File: config.mk
export PLATFORM = sky130hd
export DESIGN_NAME = ped_request
export DESIGN_NICKNAME = d
export VERILOG_FILES = /design/src/rtl/ped_pkg.sv /design/src/rtl/sync_2ff.sv /design/src/rtl/ped_request.sv
export SDC_FILE = /design/constraint.sdc
export NUM_CORES = 1
export LEC_CHECK = 0
export BUFFER_PORTS_ARGS = -buffer_cell sky130_fd_sc_hd__buf_2
export CORE_AREA = 3 3 40 42
export DETAILED_ROUTE_END_ITERATION = 12
export DIE_AREA = 0 0 43 45
export GPL_TIMING_DRIVEN = 0
export PLACE_DENSITY = 0.62
export SLEW_MARGIN = 20
export SYNTH_ARGS = -nofsm -noshare
export SYNTH_HDL_FRONTEND = slang
export SYNTH_SLANG_ARGS = --single-unit
File: constraint.sdc
create_clock -name clk -period 3.3 [get_ports clk]
set_input_delay 0.165 -clock clk [delete_from_list [all_inputs] [get_ports clk]]
set_output_delay 0.165 -clock clk [all_outputs]
set_load 0.01 [all_outputs]
File: src/rtl/ped_pkg.sv
// ped_pkg: shared types and defaults for the pedestrian button conditioner.
//   ped_state_t          : debounce FSM state, 2-bit
//   PED_DEBOUNCE_DEFAULT : stable samples needed to accept a press/release
//   PED_REPEAT_DEFAULT   : cycles between auto-repeat pulses while held
package ped_pkg;

  typedef enum logic [1:0] {
    IDLE         = 2'd0,
    PRESS_WAIT   = 2'd1,
    HELD         = 2'd2,
    RELEASE_WAIT = 2'd3
  } ped_state_t;

  localparam int PED_DEBOUNCE_DEFAULT = 16;
  localparam int PED_REPEAT_DEFAULT   = 64;

endpackage

File: src/rtl/sync_2ff.sv
// sync_2ff: 1-bit two-flop synchronizer for asynchronous level inputs.
// Ports:
//   clk  - destination clock
//   rst  - asynchronous active-high reset, both stages cleared to 0
//   i_d  - asynchronous input level
//   o_q  - synchronized level (two clk edges of latency)
module sync_2ff (
  input  logic clk,
  input  logic rst,
  input  logic i_d,
  output logic o_q
);

  logic r_meta;
  logic r_sync;

  always_ff @(posedge clk or posedge rst) begin
    if (rst) begin
      r_meta <= 1'b0;
      r_sync <= 1'b0;
    end else begin
      r_meta <= i_d;
      r_sync <= r_meta;
    end
  end

  assign o_q = r_sync;

endmodule

File: src/rtl/ped_request.sv
// ped_request: turns a raw bouncing push-button into a clean single-cycle
// request pulse for the step sequencer, plus a debounced level.
// Both edges are debounced: a level change is accepted only after
// DEBOUNCE_CYCLES+1 consecutive synchronized samples of the new level
// (the entry sample plus DEBOUNCE_CYCLES in the wait state).
// Optional feature macro: PED_AUTOREPEAT_EN -- while held, re-issue ped
// every REPEAT_CYCLES cycles.
// Ports:
//   clk     - system clock, rising edge
//   rst     - asynchronous active-high reset
//   btn_raw - raw button level, asynchronous, 1 = pressed
//   ped     - registered request pulse, one cycle per event
//   held    - registered debounced button level
module ped_request
  import ped_pkg::*;
#(
  parameter int DEBOUNCE_CYCLES = PED_DEBOUNCE_DEFAULT,
  parameter int REPEAT_CYCLES   = PED_REPEAT_DEFAULT
) (
  input  logic clk,
  input  logic rst,
  input  logic btn_raw,
  output logic ped,
  output logic held
);

  localparam int             CW       = $clog2(DEBOUNCE_CYCLES) + 1;
  localparam logic [CW-1:0]  CNT_LAST = CW'(DEBOUNCE_CYCLES - 1);

  logic            w_btn_s;
  ped_state_t      r_state;
  logic [CW-1:0]   r_cnt;
  logic            r_ped;
  logic            r_held;

`ifdef PED_AUTOREPEAT_EN
  localparam int             RW       = $clog2(REPEAT_CYCLES);
  localparam logic [RW-1:0]  REP_LAST = RW'(REPEAT_CYCLES - 1);
  logic [RW-1:0]   r_rep;
`else
  // Repeat interval has no meaning in this build.
  logic w_unused_repeat;
  assign w_unused_repeat = (REPEAT_CYCLES > 1);
`endif

  sync_2ff u_sync (
    .clk (clk),
    .rst (rst),
    .i_d (btn_raw),
    .o_q (w_btn_s)
  );

  always_ff @(posedge clk or posedge rst) begin
    if (rst) begin
      r_state <= IDLE;
      r_cnt   <= '0;
      r_ped   <= 1'b0;
      r_held  <= 1'b0;
`ifdef PED_AUTOREPEAT_EN
      r_rep   <= '0;
`endif
    end else begin
      r_ped <= 1'b0;
`ifdef PED_AUTOREPEAT_EN
      // Zero outside steady HELD, so every HELD entry restarts the interval.
      r_rep <= '0;
`endif
      case (r_state)
        IDLE: begin
          if (w_btn_s) begin
            r_state <= PRESS_WAIT;
            r_cnt   <= '0;
          end
        end
        PRESS_WAIT: begin
          if (!w_btn_s) begin
            r_state <= IDLE;
          end else if (r_cnt == CNT_LAST) begin
            r_state <= HELD;
            r_ped   <= 1'b1;
            r_held  <= 1'b1;
          end else begin
            r_cnt <= r_cnt + 1'b1;
          end
        end
        HELD: begin
          if (!w_btn_s) begin
            r_state <= RELEASE_WAIT;
            r_cnt   <= '0;
          end
`ifdef PED_AUTOREPEAT_EN
          else if (r_rep == REP_LAST) begin
            r_ped <= 1'b1;
          end else begin
            r_rep <= r_rep + 1'b1;
          end
`endif
        end
        RELEASE_WAIT: begin
          if (w_btn_s) begin
            // Release glitch: back to HELD without a new pulse.
            r_state <= HELD;
          end else if (r_cnt == CNT_LAST) begin
            r_state <= IDLE;
            r_held  <= 1'b0;
          end else begin
            r_cnt <= r_cnt + 1'b1;
          end
        end
        default: r_state <= IDLE;
      endcase
    end
  end

  assign ped  = r_ped;
  assign held = r_held;

endmodule

### Word level (Yosys, flattened, before mapping)

Index checks and enable logic that the tools add are counted.

| cells by class | value |
|---|---|
| equality and inequality tests | 12 |
| reductions and logical operators | 5 |
| add/subtract/negate cells | 1 |
| muxes and demuxes | 21 |

Operators with widths:

| cell | number |
|---|---|
| $mux W5 | 5 |
| $pmux W5 S4 | 1 |
| $mux W2 | 6 |
| $ne A2 B2 Y1 const B | 4 |
| $pmux W2 S4 | 1 |
| $reduce_and A4 Y1 | 2 |
| $mux W1 | 7 |
| $add A5 B1 Y5 const B | 1 |
| $eq A5 B4 Y1 const B | 1 |
| $reduce_and A5 Y1 | 1 |
| $eq A2 B2 Y1 const B | 2 |
| $ne A2 B1 Y1 const B | 2 |
| $ne A3 B2 Y1 const B | 1 |
| $ne A3 B3 Y1 const B | 1 |
| $eq A2 B1 Y1 const B | 1 |
| $logic_not A2 Y1 | 1 |
| $pmux W1 S2 | 1 |
| $reduce_bool A2 Y1 | 1 |

| storage, ports and cells | value |
|---|---|
| register bits after elaboration | 11 |
| input port bits | 3 |
| word-level logic and storage cells | 45 |

### Depth between registers and ports, before layout

| depth | value |
|---|---|
| depth in word-level cells | 4 |
| depth in mapped cells | 6 |
| mapped depth without buffers | 6 |

### Cells and area by module

Synthesis repeated with hierarchy kept, for this count alone.

| unflattened totals | value |
|---|---|
| cell total of the unflattened synthesis | 48 |
| area total of the unflattened synthesis | 516.7 sq um |

Modules (own cells, without submodules):

| module | sequential area each (sq um) | instances | cells an instance | area each (sq um) |
|---|---|---|---|---|
| ped_request | 225.2 | 1 | 45 | 462.9 |
| sync_2ff | 50.0 | 1 | 3 | 53.8 |

### Worst setup path after synthesis

OpenSTA, ideal clock, no wires.

| timing | value |
|---|---|
| path kind | reg-to-reg |
| from | register r_cnt[0] |
| to | register r_cnt[3] |
| buffers on the path | 0 |
| period minus slack after synthesis | 1.757 ns |
| data arrival time | 1.688 ns |
| data required time | 3.231 ns |
| library setup time | 0.069 ns |
| path slack | 1.543 ns |
| cell stages (with the launch flop) | 7 |
| path through | dfrtp_1 ha_1 and3_1 ha_1 nand4b_1 or4_1 nand3_1 |

| between the ends | value |
|---|---|
| cells in the longest elaborated chain, start to end | 4 |
| elaborated cells on any way between the ends | 6 |
| those cells by class | add/sub (1); eq/ne (1); mux (4) |

RTL lines:

| item | line | RTL |
|---|---|---|
| start: declaration | ped_request.sv:32 | `logic [CW-1:0] r_cnt;` |
| start signal: assignment | ped_request.sv:83 | `r_cnt <= r_cnt + 1'b1;` |
| start signal: assignment | ped_request.sv:107 | `r_cnt <= r_cnt + 1'b1;` |
| $add A5 B1 Y5 or $eq A5 B4 Y1 (tied branches) | - |  |
| $mux W5 * | ped_request.sv:78, ped_request.sv:103 |  |
| $mux W5, on equally long branches | ped_request.sv:100, ped_request.sv:76 |  |
| $pmux W5 S4 * | ped_request.sv:68 | `case (r_state)` |

Every way passes the cells marked *; elsewhere a longest branch is shown, timed or not. The select of a mux whose other input is x is not followed.
A chain may end at the register's enable or synchronous reset.

### Final worst setup path

Ends and elaborated chain as after synthesis.

==> out/summary.txt <==
Status = finished clean
Critical path class = flop to flop
Worst min path class = flop to flop
Post-DRT Antenna Nets = 0
Max VDD drop = 339.5 uV
CP Max Fanout = 6
Layout Skew = 4.115 ps
Met1 Resource Use GR = 15.50%
Fmax = 514.9 MHz
Core area = 1285 um2
Met2 usage in global routing = 15.57%
Startpoint class of the critical path = flop
Setup total negative slack = 0 ps
Avg Cell Area, Syn = 10.61 um2
Clock transition at path regs = 70 ps
DRC = 0
Htree depth = 1
Final setup vio count = 0
DP HPWL = 608.7 um
Lkg Pwr = 0.2701 nW
Initial Util = 39.63%
Most frequent cells in the layout = 11 x dfrtp_1, 5 x buf_2, 5 x nand2_1, 5 x o21ai_0
Combinational power share = 8.7%
Post-Syn Area = 509.2 um2
Number of buffers created by CTS = 3
Final worst-path cycle share = 58.85%
Share of cells above drive strength 1 = 18.97%
Global-route wire length before repair = 1538 um
Worst skew pair latency = 270 ps
WHS = 359.4 ps
#FFs+latches synth = 11
Finished Layout Cells = 73
Congestion Overflow GR = 0
Die area = 1935 um2
Switching share of power = 24.03%
Buffers added on ports = 4
Pwr dens = 439.7 nW/um2
Commonest non-fill, non-tap cell in the layout = dfrtp_1
Global-route layer with the greatest usage = met2
Unrepaired setup endpoints after global routing = false
TritonCTS clock tree = yes
Max_slew headroom = 61.27%
Synth Net Count = 54
Max Slew Vio Count = 0
Largest net degree at the start of global routing = 12
Placement row count = 13
Nets@finish = 65
Reg power frac = 56.8%
Sink Count = 11
Clock buffer depth = 2
Period minus WS final = 1942 ps
CP arrival = 2140 ps
Wire length per cell = 12.40 um
Cells after Synth = 48
Via-per-instance ratio = 5.041
Internal Power = 0.0001985 W
Yosys warns = 0
Root Driver = clkbuf_4
Routability congestion estimate = 0.7495
Sequential area share after synthesis = 54.05%
Clock share of power = 34.5%
Pin slew with the least headroom to its limit = 576.9 ps
Initial DRC Count = 7
Die height = 45 um
MaxCap Viol Count = 0
M3 GR Usage = 2.390%
Post-CTS Setup Inserts = 0
Via count = 368
Total Wirelength = 905 um
Vias in the first global route = 351
Overall routing resource usage = 11.13%
Netlist cell types = 21
NetSw = 0.00006279 W
# placed instances = 67
Area growth syn-to-layout = 16.71%
Worst Path Required = 3500 ps
Die W = 43 um
Initial antenna violation count = 0
Final Util = 46.25%
Pre-Repair DR Iteration Count = 4
Io pins = 5
Antenna cell count = 0
Final hold viol count = 0
Setup crit end kind = flop
[cell families (layout without fill, tap and decap cells)]
family | count (synthesis) | in the layout | synth area share, %
muxes | 1 | 1 | 2.211
buffers and inverters | 5 | 15 | 3.929
DFF | 11 | 11 | 54.05
and+or+nand+nor | 16 | 16 | 16.71
adders and majority gates | 3 | 3 | 7.372
AOI/OAI and AO/OA | 11 | 11 | 14.01
xor gates and xnor gates | 1 | 1 | 1.720
[cell type report]
class                   instances  area (um2)
multi-input cells              32       214.0
inverters                       4       15.01
repair buffers                  6       40.04
plain buffers                   1       5.005
well taps                      15       18.77
clock buffers                   4       26.28
fillers                       127       690.7
flip-flops and latches         11       275.3
[layer usage]
metal | share of wire (%) | vias to the layer above
met3 | 2.8 | 5
li1 | - | 190
met4 | 2.9 | 0
met1 | 50 | 167
met5 | 0 | -
met2 | 44 | 6
[power groups by stage]
stage	sequential (W)	combinational (W)	clock [W]
final	0.000148	0.0000226	0.0000902
after global routing	0.000150	0.0000258	0.0000976
after CTS	0.000148	0.0000229	0.0000933
after detailed placement	0.000151	0.0000209	0
after global placement	0.000151	0.0000204	0
after floorplan	0.000149	0.0000159	0
[worst max-delay path: stages (launching register included)]
cell	delay (ps)
dfrtp_1	440
ha_1	250
and3_1	210
ha_1	250
nand4b_1	220
or4_1	410
nand3_1	100
[registers in the layout (all words and copies together), names as in the netlist, named ones only]
signal / flops
held: 1
ped: 1
u_sync.r_meta: 1
u_sync.o_q: 1
r_state: 1
r_cnt: 5
[cells in the mapped netlist (all sizes together)]
library cell | number | area share (%)
dfrtp | 11 | 54
nand2 | 5 | 3.7
o21ai | 5 | 4.9
inv | 4 | 2.9
nand3 | 4 | 3.9
ha | 3 | 7.4
a21oi | 2 | 2.0
a31oi | 1 | 1.2
and2 | 1 | 1.2
and3 | 1 | 1.2
buf | 1 | 0.98
mux2 | 1 | 2.2
nand2b | 1 | 1.2
nand4b | 1 | 1.7
nor3 | 1 | 0.98
o22ai | 1 | 1.2
o311ai | 1 | 3.2
o31ai | 1 | 1.5
or2 | 1 | 1.2
or4 | 1 | 1.5
xnor2 | 1 | 1.7
[timing repair]
action	in CTS	in global routing
gates resized for setup	0	0
hold endpoints to repair	12	0
hold buffers	2	0
[path summary, 6_finish.rpt]
kind | startpoint | slack, ps | depth (start not counted) | endpoint
worst min register to register | u_sync.r_meta$_DFF_PP0_ | 360 | 0 | u_sync.o_q$_DFF_PP0_
worst max register to register | r_cnt[0]$_DFFE_PP0P_ | 1360 | 6 | r_cnt[3]$_DFFE_PP0P_
max in group asynchronous | rst | 2560 | 3 | r_cnt[2]$_DFFE_PP0P_
min in group asynchronous | rst | 440 | 3 | u_sync.r_meta$_DFF_PP0_
worst min-delay path | u_sync.r_meta$_DFF_PP0_ | 360 | 0 | u_sync.o_q$_DFF_PP0_
worst max-delay path | r_cnt[0]$_DFFE_PP0P_ | 1360 | 6 | r_cnt[3]$_DFFE_PP0P_
[through the flow]
step | setup WS, ps | power, W | instance area [um2]
after floorplan | 1543 | 0.0001653 | 509.2
after global placement | 1432 | 0.0001711 | 548.0
after detailed placement | 1402 | 0.0001718 | 548.0
after CTS | 1355 | 0.0002646 | 594.3
after global routing | 1245 | 0.0002733 | 594.3
final | 1358 | 0.0002613 | 594.3
No activity file was read; power rests on OpenSTA's default activity.
